**src/rtl/tinyalu_pkg.sv**
```systemverilog
// rtl/tinyalu_pkg.sv - shared types and constants for the memory request arbiter
//
// Contents:
//   arb_state_t   : arbiter FSM states (IDLE, WAIT, RELEASE)
//   ARB_NUM_REQ   : number of requesters sharing the memory interface unit
//   ARB_RDATA_ERR : read data returned on a watchdog-forced completion
package tinyalu_pkg;

    typedef enum logic [1:0] {
        ARB_IDLE    = 2'd0,
        ARB_WAIT    = 2'd1,
        ARB_RELEASE = 2'd2
    } arb_state_t;

    localparam int         ARB_NUM_REQ   = 2;
    localparam logic [7:0] ARB_RDATA_ERR = 8'hFF;

endpackage

```
**src/rtl/mem_arb_watchdog.sv**
```systemverilog
// rtl/mem_arb_watchdog.sv - WAIT-state cycle counter that flags a hung memory
//
// Ports:
//   clk, reset_n : clock, asynchronous active-low reset
//   clear        : restart the count from zero (held while not waiting)
//   enable       : count one cycle per rising edge
//   expired      : high during the TIMEOUT-th enabled cycle; never high if TIMEOUT=0
module mem_arb_watchdog #(
    parameter int TIMEOUT = 255
) (
    input  logic clk,
    input  logic reset_n,
    input  logic clear,
    input  logic enable,
    output logic expired
);

    // Count runs 0..TIMEOUT-1, so TIMEOUT values need only clog2(TIMEOUT) bits.
    localparam int CNT_W = (TIMEOUT < 2) ? 1 : $clog2(TIMEOUT);

    logic [CNT_W-1:0] cnt_q, cnt_d;

    always_comb begin
        expired = (TIMEOUT != 0) && enable && (cnt_q == CNT_W'(TIMEOUT - 1));
        cnt_d   = cnt_q;
        if (clear) begin
            cnt_d = '0;
        end else if (enable && !expired) begin
            cnt_d = cnt_q + 1'b1;
        end
    end

    always_ff @(posedge clk or negedge reset_n) begin
        if (!reset_n) begin
            cnt_q <= '0;
        end else begin
            cnt_q <= cnt_d;
        end
    end

endmodule

```
**src/rtl/mem_req_arbiter.sv**
```systemverilog
// rtl/mem_req_arbiter.sv - round-robin arbiter sharing one memory interface unit between two requesters
//
// Ports:
//   clk, reset_n                     : clock, asynchronous active-low reset
//   load/store/addr/wdata 0,1        : level-held requests from each instruction unit
//   done0/1, rdata0/1                : one-cycle completion pulse and read data per requester
//   m_load, m_store, m_addr, m_wdata : request forwarded to the memory interface unit
//   m_done, m_rdata                  : completion and read data from the memory interface unit
//   grant                            : one-hot owner of the current transaction
//   busy                             : high in WAIT and RELEASE
//   timeout_err, proto_err           : sticky error flags, cleared by clear_err
module mem_req_arbiter
    import tinyalu_pkg::*;
#(
    parameter int ADDR_W  = 14,
    parameter int DATA_W  = 8,
    parameter int RES_W   = 16,
    parameter int TIMEOUT = 255
) (
    input  logic                   clk,
    input  logic                   reset_n,
    input  logic                   load0,
    input  logic                   store0,
    input  logic [ADDR_W-1:0]      addr0,
    input  logic [RES_W-1:0]       wdata0,
    output logic                   done0,
    output logic [DATA_W-1:0]      rdata0,
    input  logic                   load1,
    input  logic                   store1,
    input  logic [ADDR_W-1:0]      addr1,
    input  logic [RES_W-1:0]       wdata1,
    output logic                   done1,
    output logic [DATA_W-1:0]      rdata1,
    output logic                   m_load,
    output logic                   m_store,
    output logic [ADDR_W-1:0]      m_addr,
    output logic [RES_W-1:0]       m_wdata,
    input  logic                   m_done,
    input  logic [DATA_W-1:0]      m_rdata,
    output logic [ARB_NUM_REQ-1:0] grant,
    output logic                   busy,
    output logic                   timeout_err,
    output logic                   proto_err,
    input  logic                   clear_err
);

    localparam logic [DATA_W-1:0] RDATA_ERR =
        (DATA_W <= 8) ? DATA_W'(ARB_RDATA_ERR) : {DATA_W{1'b1}};

    arb_state_t               state_q, state_d;
    logic                     last_grant_q, last_grant_d;
    logic [ARB_NUM_REQ-1:0]   grant_q, grant_d;
    logic                     busy_q, busy_d;
    logic                     m_load_q, m_load_d, m_store_q, m_store_d;
    logic [ADDR_W-1:0]        m_addr_q, m_addr_d;
    logic [RES_W-1:0]         m_wdata_q, m_wdata_d;
    logic                     done0_q, done0_d, done1_q, done1_d;
    logic [DATA_W-1:0]        rdata0_q, rdata0_d, rdata1_q, rdata1_d;
    logic                     timeout_err_q, timeout_err_d;
    logic                     proto_err_q, proto_err_d;

    logic act0, act1, win, win_load, win_store, finish;
    logic wd_expired, new_proto, new_timeout;
    logic [DATA_W-1:0] ret_data;

    mem_arb_watchdog #(.TIMEOUT(TIMEOUT)) u_watchdog (
        .clk     (clk),
        .reset_n (reset_n),
        .clear   (state_q != ARB_WAIT),
        .enable  (state_q == ARB_WAIT),
        .expired (wd_expired)
    );

    always_comb begin
        act0      = load0 | store0;
        act1      = load1 | store1;
        // On a tie the requester that did not win last time goes next.
        win       = (act0 && act1) ? ~last_grant_q : act1;
        win_load  = win ? load1  : load0;
        win_store = win ? store1 : store0;
        // m_done takes priority over a watchdog expiry in the same cycle.
        finish    = m_done | wd_expired;
        ret_data  = m_done ? m_rdata : RDATA_ERR;

        state_d       = state_q;
        last_grant_d  = last_grant_q;
        grant_d       = grant_q;
        m_load_d      = m_load_q;
        m_store_d     = m_store_q;
        m_addr_d      = m_addr_q;
        m_wdata_d     = m_wdata_q;
        done0_d       = 1'b0;
        done1_d       = 1'b0;
        rdata0_d      = rdata0_q;
        rdata1_d      = rdata1_q;
        new_proto     = 1'b0;
        new_timeout   = 1'b0;

        unique case (state_q)
            ARB_IDLE: begin
                new_proto = m_done;
                if (act0 || act1) begin
                    state_d      = ARB_WAIT;
                    last_grant_d = win;
                    grant_d      = win ? 2'b10 : 2'b01;
                    m_addr_d     = win ? addr1 : addr0;
                    m_wdata_d    = win ? wdata1 : wdata0;
                    // Load and store together is illegal; service it as a load.
                    m_load_d     = win_load;
                    m_store_d    = win_store & ~win_load;
                    new_proto    = new_proto | (win_load & win_store);
                end
            end
            ARB_WAIT: begin
                if (finish) begin
                    state_d     = ARB_RELEASE;
                    m_load_d    = 1'b0;
                    m_store_d   = 1'b0;
                    new_timeout = ~m_done;
                    if (grant_q[1]) begin
                        done1_d  = 1'b1;
                        rdata1_d = ret_data;
                    end else begin
                        done0_d  = 1'b1;
                        rdata0_d = ret_data;
                    end
                end
            end
            ARB_RELEASE: begin
                // Dead cycle lets the finished requester drop its stale request.
                new_proto = m_done;
                state_d   = ARB_IDLE;
                grant_d   = '0;
            end
            default: begin
                state_d = ARB_IDLE;
                grant_d = '0;
            end
        endcase

        busy_d        = (state_d != ARB_IDLE);
        timeout_err_d = (timeout_err_q & ~clear_err) | new_timeout;
        proto_err_d   = (proto_err_q & ~clear_err) | new_proto;
    end

    always_ff @(posedge clk or negedge reset_n) begin
        if (!reset_n) begin
            state_q       <= ARB_IDLE;
            last_grant_q  <= 1'b1;
            grant_q       <= '0;
            busy_q        <= 1'b0;
            m_load_q      <= 1'b0;
            m_store_q     <= 1'b0;
            m_addr_q      <= '0;
            m_wdata_q     <= '0;
            done0_q       <= 1'b0;
            done1_q       <= 1'b0;
            rdata0_q      <= '0;
            rdata1_q      <= '0;
            timeout_err_q <= 1'b0;
            proto_err_q   <= 1'b0;
        end else begin
            state_q       <= state_d;
            last_grant_q  <= last_grant_d;
            grant_q       <= grant_d;
            busy_q        <= busy_d;
            m_load_q      <= m_load_d;
            m_store_q     <= m_store_d;
            m_addr_q      <= m_addr_d;
            m_wdata_q     <= m_wdata_d;
            done0_q       <= done0_d;
            done1_q       <= done1_d;
            rdata0_q      <= rdata0_d;
            rdata1_q      <= rdata1_d;
            timeout_err_q <= timeout_err_d;
            proto_err_q   <= proto_err_d;
        end
    end

    assign grant       = grant_q;
    assign busy        = busy_q;
    assign m_load      = m_load_q;
    assign m_store     = m_store_q;
    assign m_addr      = m_addr_q;
    assign m_wdata     = m_wdata_q;
    assign done0       = done0_q;
    assign done1       = done1_q;
    assign rdata0      = rdata0_q;
    assign rdata1      = rdata1_q;
    assign timeout_err = timeout_err_q;
    assign proto_err   = proto_err_q;

endmodule

```
**config.mk**
```make
export PLATFORM = sky130hd
export DESIGN_NAME = mem_req_arbiter
export DESIGN_NICKNAME = d
export VERILOG_FILES = /design/src/rtl/tinyalu_pkg.sv /design/src/rtl/mem_arb_watchdog.sv /design/src/rtl/mem_req_arbiter.sv
export SDC_FILE = /design/constraint.sdc
export NUM_CORES = 1
export LEC_CHECK = 0
export ABC_AREA = 1
export CAP_MARGIN = 10
export CORE_MARGIN = 2
export CORE_UTILIZATION = 45
export CTS_BUF_LIST = sky130_fd_sc_hd__clkbuf_4 sky130_fd_sc_hd__clkbuf_8 sky130_fd_sc_hd__clkbuf_16
export CTS_CLUSTER_SIZE = 16
export DETAILED_ROUTE_END_ITERATION = 12
export GPL_TIMING_DRIVEN = 1
export PLACE_DENSITY = 0.84
export SLEW_MARGIN = 20
export SYNTH_ARGS = -nofsm -noshare
export SYNTH_HDL_FRONTEND = slang
export SYNTH_SLANG_ARGS = --single-unit
```
**constraint.sdc**
```tcl
create_clock -name clk -period 2.5 [get_ports clk]
set_clock_uncertainty 0.05 [all_clocks]
set_input_delay 0.25 -clock clk [delete_from_list [all_inputs] [get_ports clk]]
set_output_delay 0.25 -clock clk [all_outputs]
set_load 0.01 [all_outputs]
```
# ---- After elaboration in Yosys (flattened, before gate mapping)
# Index checks and enable logic that the tools add are counted.
dict set report op_classes {
  n_addsub 1
  n_eq_ne 6
  n_mux 29
  bitwise 16
  n_reduce_logical 14
}
# op n
set ops {}
lappend ops {{8-bit 2-to-1 mux} 3}
lappend ops {{16-bit 2-to-1 mux} 1}
lappend ops {{1-bit 2-to-1 mux} 15}
lappend ops {{14-bit 2-to-1 mux} 1}
lappend ops {{3-bit AND reduction} 3}
lappend ops {{8-bit by 1-bit adder with 8-bit output, second input constant} 1}
lappend ops {{8-bit == test, second input constant} 1}
lappend ops {{2-bit 2-to-1 mux} 4}
lappend ops {{2-bit one-hot mux with 2 select lines} 2}
lappend ops {{1-bit NOT} 6}
lappend ops {{1-bit bitwise OR} 6}
lappend ops {{1-bit one-hot mux with 2 select lines} 3}
lappend ops {{2-bit nonzero test} 3}
lappend ops {{1-bit bitwise AND} 4}
lappend ops {{2-bit != test, second input constant} 2}
lappend ops {{2-bit AND reduction} 2}
lappend ops {{1-bit logical AND} 3}
lappend ops {{2-bit by 1-bit == test with 1-bit output, second input constant} 1}
lappend ops {{2-bit == test, second input constant} 1}
lappend ops {{2-bit zero test} 1}
lappend ops {{2-bit by 1-bit != test with 1-bit output, second input constant} 1}
lappend ops {{1-bit zero test} 1}
lappend ops {{1-bit logical OR} 1}
dict set report word_totals {
  ff_bits 66
  out_inout_bits 55
}

# ---- Longest topological paths before layout
# Gate-level depths: netlist (run 1).
dict set report depth {
  word_depth 9
  ltp_mapped 9
  depth_no_buf 9
}

# ---- By module
# From an unflattened synthesis (run 1), not the netlist that was laid out.
dict set report hier_totals {
  hier_cells 371
  area_unflattened_um2 3198.1
}
# mod n_inst cells_per_inst area_per_inst_um2 seq_area_each_um2
set by_module_without_submodules {}
lappend by_module_without_submodules {mem_req_arbiter 1 299 2663.8 1452.6}
lappend by_module_without_submodules {mem_arb_watchdog 1 72 534.3 200.2}

# ---- Least setup slack after synthesis (run 1)
# OpenSTA, ideal clock, no wires.
dict set report synth_path {
  path_kind {register to register}
  start {register u_watchdog.cnt_q[0]}
  end {register rdata0_q[0], in the netlist rdata0[0]}
  setup_time_ps 117
  arrival_ps 1394
  slack_ps 939
  stages_incl_launch_ff 10
  path_cell_list {dfrtp_1 -> inv_1 -> ha_1 -> nand2_1 -> nor2_1 -> nand3_2 -> nand2_2 -> nand3_2 -> nand2_1 -> nand2_1}
}
dict set report synth_via {
  elab_chain_len 4
}
# item line_no
set synth_lines {}
lappend synth_lines {{from (decl)} mem_arb_watchdog.sv:21} ;# logic [CNT_W-1:0] cnt_q, cnt_d;
lappend synth_lines {{from (signal assigned)} mem_arb_watchdog.sv:37} ;# cnt_q <= cnt_d;
lappend synth_lines {{8-bit == test} mem_arb_watchdog.sv:24} ;# expired = (TIMEOUT != 0) && enable && (cnt_q == CNT_W'(TIMEOUT - 1));
lappend synth_lines {{1-bit logical AND} mem_arb_watchdog.sv:24}
lappend synth_lines {{1-bit bitwise OR} mem_req_arbiter.sv:82} ;# finish = m_done | wd_expired;
lappend synth_lines {{3-bit AND reduction (no source line)} --}
lappend synth_lines {{to (signal assigned)} mem_req_arbiter.sv:173} ;# rdata0_q <= rdata0_d;
lappend synth_lines {{to (decl)} mem_req_arbiter.sv:58} ;# logic [DATA_W-1:0] rdata0_q, rdata0_d, rdata1_q, rdata1_d;
# No other way between the ends.
# A chain may end at the register's enable or synchronous reset.

# ---- Final worst setup path (run 1)
dict set report layout_path {
  start {register grant_q[1], in the netlist grant[1]}
  end {output grant[1]}
}
# item line_no
set layout_rtl {}
lappend layout_rtl {{from (decl)} mem_req_arbiter.sv:52} ;# logic [ARB_NUM_REQ-1:0] grant_q, grant_d;
lappend layout_rtl {{from (signal assigned)} mem_req_arbiter.sv:165} ;# grant_q <= grant_d;
lappend layout_rtl {{to (decl)} mem_req_arbiter.sv:40} ;# output logic [ARB_NUM_REQ-1:0] grant,
# No word-level cell between the ends.

==> results of run 1 <==
==> sequential cells by signal, summed over array words and instances, names as in the netlist <==
signal and flops:
u_watchdog.cnt_q 8, m_addr 14, state_q 2, rdata1 8, m_store 1, last_grant_q 1
rdata0 8, grant 2, m_wdata 16, done0 1, timeout_err 1, busy 1
proto_err 1, m_load 1, done1 1
==> final timing paths <==
| kind | depth (start not counted) | end | slack, ps |
|---|---|---|---|
| min in group clk | 3 | m_addr[2] | 420 |
| max in group asynchronous | 2 | u_watchdog.cnt_q[7] | 1850 |
| min reg2reg | 2 | rdata1[0] | 420 |
| min | 2 | done1 | 30 |
| max | 1 | grant[1] | 640 |
| max reg2reg | 9 | rdata0[1] | 660 |
==> per-layer routing <==
layer	global-route usage	wire, um	up-vias
met3	0.0623	614	8
met4	0.0707	91	0
met5	0	0	-
met2	0.357	3570	113
met1	0.295	3380	1333
li1	-	-	1397
==> stage by stage <==
| step | power, mW | hold WS (ps) | area (um^2) | setup slack (ps) |
|---|---|---|---|---|
| global route | 5.30 | 103 | 4500 | 507 |
| global placement | 4.08 | 403 | 4310 | 202 |
| floorplan | 2.92 | -95.6 | 2950 | 939 |
| finish | 4.94 | 29.4 | 4500 | 640 |
| detailed placement | 4.16 | 408 | 4310 | 88.4 |
| CTS | 4.97 | 60.8 | 4490 | 339 |
==> kinds of logic (layout without fill, tap and decap cells) <==
kind of cell | count (synthesis) | after routing | synth area share
AO/OA/AOI/OAI | 17 | 17 | 0.0364
buffers and inverters | 32 | 169 | 0.0470
adder cells (fa/ha/maj) | 2 | 2 | 0.00847
flip-flops | 66 | 66 | 0.560
AND/OR/NAND/NOR | 234 | 234 | 0.346
XOR/XNOR | 1 | 1 | 0.00297
==> cells in the final DEF (no fill, tap or decap), types with 3 or more instances in the layout <==
cell type and instances:
sky130_fd_sc_hd__inv_2 5, sky130_fd_sc_hd__dfrtp_1 65, sky130_fd_sc_hd__clkbuf_8 10, sky130_fd_sc_hd__inv_1 13, sky130_fd_sc_hd__nand3_2 3, sky130_fd_sc_hd__nand2_1 147, sky130_fd_sc_hd__o21ai_0 7, sky130_fd_sc_hd__or2_2 8
sky130_fd_sc_hd__nor2_4 3, sky130_fd_sc_hd__clkdlybuf4s50_1 129, sky130_fd_sc_hd__buf_4 4, sky130_fd_sc_hd__nand3_1 59, sky130_fd_sc_hd__nor2_1 9
==> report_power, final <==
part	switching [mW]	internal, mW	total (mW)	leakage, nW
Combinational	1.15	1.16	2.31	1.18
Clock	0.409	0.386	0.795	0.0882
Sequential	0.294	1.53	1.83	0.823
Total	1.85	3.08	4.94	2.10
==> area by class of cell <==
| cell class | instances | area (um^2) | area share |
|---|---|---|---|
| clock inverters | 6 | 42.5 | 0.00945 |
| clock buffers | 10 | 138 | 0.0306 |
| repair buffers | 134 | 1330 | 0.295 |
| inverters | 19 | 71.3 | 0.0159 |
| multi-input cells | 254 | 1170 | 0.261 |
| well taps | 77 | 96.3 | 0.0214 |
| flip-flops and latches | 66 | 1650 | 0.367 |
==> key figures, run 1 <==
Timing
  – Worst-margin pin slew: roughly 790 ps
  – Post-Route Setup TNS: 0 ps
  – Final worst path period share: 0.744
  – Final hold violation count: 0
  – Period minus WS final: 1860 ps
  – RSZ-0062 raised after global routing: no
  – Total of endpoints with negative setup slack in the final report: 0
  – Max-slew headroom: 0.471
  – Number of pins with negative max-slew slack in the final report: 0
  – Fmax achieved: 0.538 GHz

Power
  – Peak ir drop on the vdd network: 0.685 mV
  – P per Cell Area: 1100 nW/um^2
  – Standby leakage power: 2.10 nW

Detailed routing
  – Remaining DRCs: 0
  – Antenna violation net count after detailed routing: 0
  – Via total after detailed routing: ~2.9k
  – Average routed wire per standard cell: 13.5 um
  – Detailed-route wire length: 7.66 mm
  – Number of search-and-repair iterations in the first detailed-routing pass: 4
  – Ratio of routed vias to standard cells: 5.04
  – Violation count after the first detailed-routing iteration: approximately 180

GRT
  – Via count of the first global-routing pass: between 2k and 3k
  – First-pass GRT wire length: 12.9 mm
  – Antenna violations before repair: 0
  – Global route overflow: 0
  – Overall global routing resource usage: 0.222
  – Pin count of the biggest net entering global routing: 67

Floorplanning
  – Floorplan Core Area: about 6300 um^2
  – Die area: slightly above 7000 um^2
  – Y dimension of the die: 85.0 um
  – Cell Rows: 29
  – Width of the die: 85.0 um
  – Initial core utilization: 0.465
  – Io pins: 131

Critical path
  – Startpoint-to-endpoint class of the critical path: flop to output pin
  – Largest stage delay, worst path: between 600 and 700 ps
  – Critical path cell sequence: clkdlybuf4s50_1
  – Worst EP required: ~2200 ps
  – Worst r2r src: u_watchdog.cnt_q[0]
  – Launching instance or port of the critical path: grant[1]
  – Crit path launch type: flop
  – Data arrival, critical path: roughly 1600 ps
  – Endpoint kind of the worst setup timing path: output pin
  – Maximum fanout along the worst path: 12
  – Count of buffering cells on the critical path with inverters included: 1
  – CP delay by family, top: buffers and inverters
  – Cell with the largest stage delay on the worst path: sky130_fd_sc_hd__clkdlybuf4s50_1

Clock tree
  – Post-CTS Setup Bufs: 0
  – Clock transition at the register clock pins on the worst setup and hold paths after CTS: about 80 ps
  – CTS HTree Levels: 3
  – Clock tree buffer depth: 2
  – TritonCTS Buffers: 9
  – Clock tree from TritonCTS: done
  – CTS Hold Bufs: 0
  – Skew-Pair Late Insertion Delay: about 330 ps
  – Clock Sink Count: 66
  – Resized cells post-CTS: 0
  – Clock root cell: sky130_fd_sc_hd__clkbuf_8

Yosys
  – Number of synthesized flops with an enable pin: 0
  – Top cell type's share of synthesized area: 0.551
  – Synth Flop Type: sky130_fd_sc_hd__dfrtp_1
  – FF+latch count, synth: 66
  – Share of synthesized registers carrying an async set or reset: 1.00
  – Post-synth top area cell: sky130_fd_sc_hd__dfrtp_1
  – Number of distinct library cell variants in the gate-level netlist after synthesis: 28
  – Yosys warnings: 0
  – Leading cell types by total area after synthesis: sky130_fd_sc_hd__dfrtp_1, sky130_fd_sc_hd__nand2_1, sky130_fd_sc_hd__nand3_1
  – Top-count cell post-synth: sky130_fd_sc_hd__nand2_1
  – Gate Count Post-Synth: ~350
  – Fraction of the yosys area taken by sequential cells: 0.560
  – Most frequent cells after synthesis: sky130_fd_sc_hd__nand2_1, sky130_fd_sc_hd__dfrtp_1, sky130_fd_sc_hd__nand3_1, sky130_fd_sc_hd__inv_1, sky130_fd_sc_hd__nor2_1
  – Number of nets produced by synthesis: 430
  – Mapped Avg Cell Area: about 8.4 um^2
  – Total standard cell area after synthesis: 2950 um^2

Min path
  – Worst min path class: input port to async pin

Layout
  – Total inserted antenna cells: 0
  – Number of nets in the finished design: 562
  – Filler Cell Count: 486
  – Finished Layout Cells: 566
  – Final core area utilization: 0.709
  – Area overhead of the layout relative to synthesis: 52.3%
  – Proportion of layout cells with a drive suffix above 1: 0.0961

Place
  – Detailed placement HPWL: 5.52 mm
  – Post-Place Cells: 550
  – Port-buffer cells: 130
  – Weighted congestion at the end of routability-driven global placement: 0.777

Run status
  – Status: finished clean

Run
  – Number of violations of the max-capacitance limit: 0
No activity file was read; power rests on OpenSTA's default activity.
==> run 2: changes to the inputs <==
--- a/config.mk
+++ b/config.mk
@@ -8,12 +8,12 @@
 export ABC_AREA = 1
 export CAP_MARGIN = 10
 export CORE_MARGIN = 2
-export CORE_UTILIZATION = 45
+export CORE_UTILIZATION = 38
 export CTS_BUF_LIST = sky130_fd_sc_hd__clkbuf_4 sky130_fd_sc_hd__clkbuf_8 sky130_fd_sc_hd__clkbuf_16
 export CTS_CLUSTER_SIZE = 16
 export DETAILED_ROUTE_END_ITERATION = 12
 export GPL_TIMING_DRIVEN = 1
-export PLACE_DENSITY = 0.84
+export PLACE_DENSITY = 0.76
 export SLEW_MARGIN = 20
 export SYNTH_ARGS = -nofsm -noshare
 export SYNTH_HDL_FRONTEND = slang
==> constraint.sdc (replaced) <==
create_clock -name clk -period 1.7 [get_ports clk]
set_clock_uncertainty 0.05 [all_clocks]
set_input_delay 0.17 -clock clk [delete_from_list [all_inputs] [get_ports clk]]
set_output_delay 0.17 -clock clk [all_outputs]
set_load 0.01 [all_outputs]
==> key figures, run 2 (same netlist as run 1, synthesis figures left out) <==
Run status
  – Status: finished clean (unchanged)

Clock tree
  – CTS HTree Levels: 3 (unchanged)
  – Clock transition at the register clock pins on the worst setup and hold paths after CTS: 80 ps (about the same)
  – Clock tree from TritonCTS: done (unchanged)
  – Clock tree buffer depth: 2 (unchanged)
  – Clock Sink Count: 66 (unchanged)
  – Skew-Pair Late Insertion Delay: 340 ps (was 330 ps)
  – Clock root cell: sky130_fd_sc_hd__clkbuf_8 (unchanged)
  – TritonCTS Buffers: 9 (unchanged)

Detailed routing
  – Ratio of routed vias to standard cells: 4.83 (was 5.04)
  – Average routed wire per standard cell: 13.7 um (was 13.5 um)
  – Antenna violation net count after detailed routing: 0 (unchanged)
  – Detailed-route wire length: 8.32 mm (was 7.66 mm)
  – Remaining DRCs: 0 (unchanged)
  – Violation count after the first detailed-routing iteration: 122 (was 176)
  – Via total after detailed routing: 2938 (was 2851)
  – Number of search-and-repair iterations in the first detailed-routing pass: 5 (was 4)

Layout
  – Most common library cell in the layout ignoring fill and taps: sky130_fd_sc_hd__nand2_1 (unchanged)
  – Final core area utilization: 0.621 (was 0.709)
  – Filler Cell Count: 664 (was 486)
  – Number of nets in the finished design: 579 (was 562)
  – Total inserted antenna cells: 0 (unchanged)
  – Commonest non-fill, non-tap cells in the layout: sky130_fd_sc_hd__nand2_1, sky130_fd_sc_hd__clkdlybuf4s50_1, sky130_fd_sc_hd__dfrtp_1 (unchanged)
  – Number of flip-flops in the largest register: 16 (unchanged)
  – Proportion of layout cells with a drive suffix above 1: 0.130 (was 0.0961)
  – Area overhead of the layout relative to synthesis: 60.7% (was 52.3%)

Timing
  – Worst-margin pin slew: 437 ps (was 793 ps)
  – Final worst path period share: 0.964
  – RSZ-0062 raised after global routing: yes (was no)
  – Total of endpoints with negative setup slack in the final report: 0 (unchanged)
  – Fmax achieved: between 0.6 and 0.7 GHz
  – Period minus WS final: approximately 1600 ps
  – Final hold violation count: 0 (unchanged)
  – Max-slew headroom: 0.708 (was 0.471)
  – Number of pins with negative max-slew slack in the final report: 0 (unchanged)
  – Post-Route Setup TNS: 0 ps (unchanged)

Power
  – Overall power after layout: 7.81 mW (was 4.94 mW)
  – Peak ir drop on the vdd network: 0.699 mV (was 0.685 mV)
  – Standby leakage power: 2.20 nW (was 2.10 nW)
  – P per Cell Area: 1640 nW/um^2 (was 1100 nW/um^2)

GRT
  – Global route hottest layer: met2 (unchanged)
  – Global route overflow: 0 (unchanged)
  – Met2 Usage GRT: 0.310 (was 0.357)
  – Pin count of the biggest net entering global routing: 38 (was 67)
  – Via count of the first global-routing pass: 2916 (was 2825)
  – First-pass GRT wire length: 13.5 mm (was 12.9 mm)
  – Antenna violations before repair: 0 (unchanged)
  – Overall global routing resource usage: 0.200 (was 0.222)
  – Global routing met1 resource utilization: 0.256 (was 0.295)
  – Met3 global-route usage: 0.0641 (was 0.0623)

Floorplanning
  – Floorplan Core Area: 7650 um^2 (was 6350 um^2)
  – Die area: 8500 um^2 (was 7230 um^2)
  – Io pins: 131 (unchanged)
  – Cell Rows: 32 (was 29)
  – Y dimension of the die: 92.2 um (was 85.0 um)
  – Width of the die: 92.2 um (was 85.0 um)
  – Initial core utilization: 0.386 (was 0.465)

Place
  – Detailed placement HPWL: 6.13 mm (was 5.52 mm)
  – Weighted congestion at the end of routability-driven global placement: 0.845 (was 0.777)
  – Port-buffer cells: 130 (unchanged)

Min path
  – Worst min path class: input port to async pin (unchanged)

Critical path
  – Crit path launch type: flop (unchanged)
  – Startpoint-to-endpoint class of the critical path: flop to flop (was flop to output pin)
  – Worst EP required: 1880 ps (was 2200 ps)
  – Data arrival, critical path: 1810 ps (was 1560 ps)
  – Cell with the largest stage delay on the worst path: sky130_fd_sc_hd__dfrtp_1 (was sky130_fd_sc_hd__clkdlybuf4s50_1)
  – Critical path cell sequence: inv_1 > ha_1 > nand2_1 > nor2_2 > nand3_2 > nand2_2 > nand3_2 > nand2_1 > nand2_1 (was clkdlybuf4s50_1)
  – Maximum fanout along the worst path: 9 (was 12)
  – Largest stage delay, worst path: 400 ps (was 620 ps)
  – Endpoint kind of the worst setup timing path: flop (was output pin)
  – Most prevalent standard cell on the critical path: sky130_fd_sc_hd__nand2_1

Run
  – Number of violations of the max-capacitance limit: 0 (unchanged)
## run 2: cell count changes in the layout (fill, tap and decap cells not counted), sizes merged
cell         change
bufinv           +2
buf             +15
nor2             +1
clkinvlp         +1
dlygate4sd3      +1
clkinv           -3
## run 2: metal layers
layer,wire [um],up-vias
met1,3680,1366
li1,-,1425
met2,3820,133
met4,159,0
met5,0,-
met3,650,14
## run 2: power by group
group | leakage, nW | switching [mW] | internal [mW] | total [mW]
sequential | 0.823 | 0.407 | 2.26 | 2.66
combinational | 1.27 | 1.79 | 1.89 | 3.68
clock | 0.102 | 0.620 | 0.844 | 1.46
## run 2: through the flow
stage                     hold WS [ps]  instances  worst slack, ps  cell area (um^2)
final                              202        608             61.0              4750
after global routing               239        608            -56.3              4750
after CTS                          206        607             15.4              4720
after detailed placement          28.8        590             -555              4480
after global placement            35.5        590             -445              4480
after floorplan                   -176        352              139              2950
## run 2: worst max-delay path: cells and delay by family, from the launching register on
family                   cells  cell delay, ps
adder cells (fa/ha/maj)      1             140
AND/OR/NAND/NOR              7             850
buffers and inverters        1              80
flip-flops                   1             400
## run 2: final timing paths
check | from | endpoint | slack [ps] | depth (start not counted)
setup / recovery | u_watchdog.cnt_q[0] | rdata1[4] | 60 | 9
hold / removal | reset_n | m_wdata[9] | 200 | 2
setup reg to reg | u_watchdog.cnt_q[0] | rdata1[4] | 60 | 9
hold reg to reg | rdata0[4] | rdata0[4] | 430 | 2
max in group asynchronous | reset_n | m_wdata[14] | 790 | 3
min in group clk | wdata0[8] | m_wdata[8] | 330 | 3
## run 2: repair_timing
| action | 4_1_cts | 5_1_grt |
|---|---|---|
| endpoints found under the setup margin | 39 | 48 |
| endpoints found under the hold margin | 16 | 0 |
| buffers inserted | 0 | 0 |
| gates cloned | 0 | 1 |
| pin swaps | 0 | 1 |
| gates resized for setup | 2 | 5 |
| hold buffers | 1 | 0 |
## run 2: cell type report
| cell class | count | area, um^2 | share of cell area |
|---|---|---|---|
| Timing Repair Buffer | 150 | 1480 | 0.312 |
| Tap cell | 102 | 128 | 0.0269 |
| Clock inverter | 6 | 91.3 | 0.0192 |
| Clock buffer | 10 | 131 | 0.0277 |
| Inverter | 19 | 71.3 | 0.0150 |
| Sequential cell | 66 | 1650 | 0.348 |
| Multi-Input combinational cell | 255 | 1190 | 0.251 |
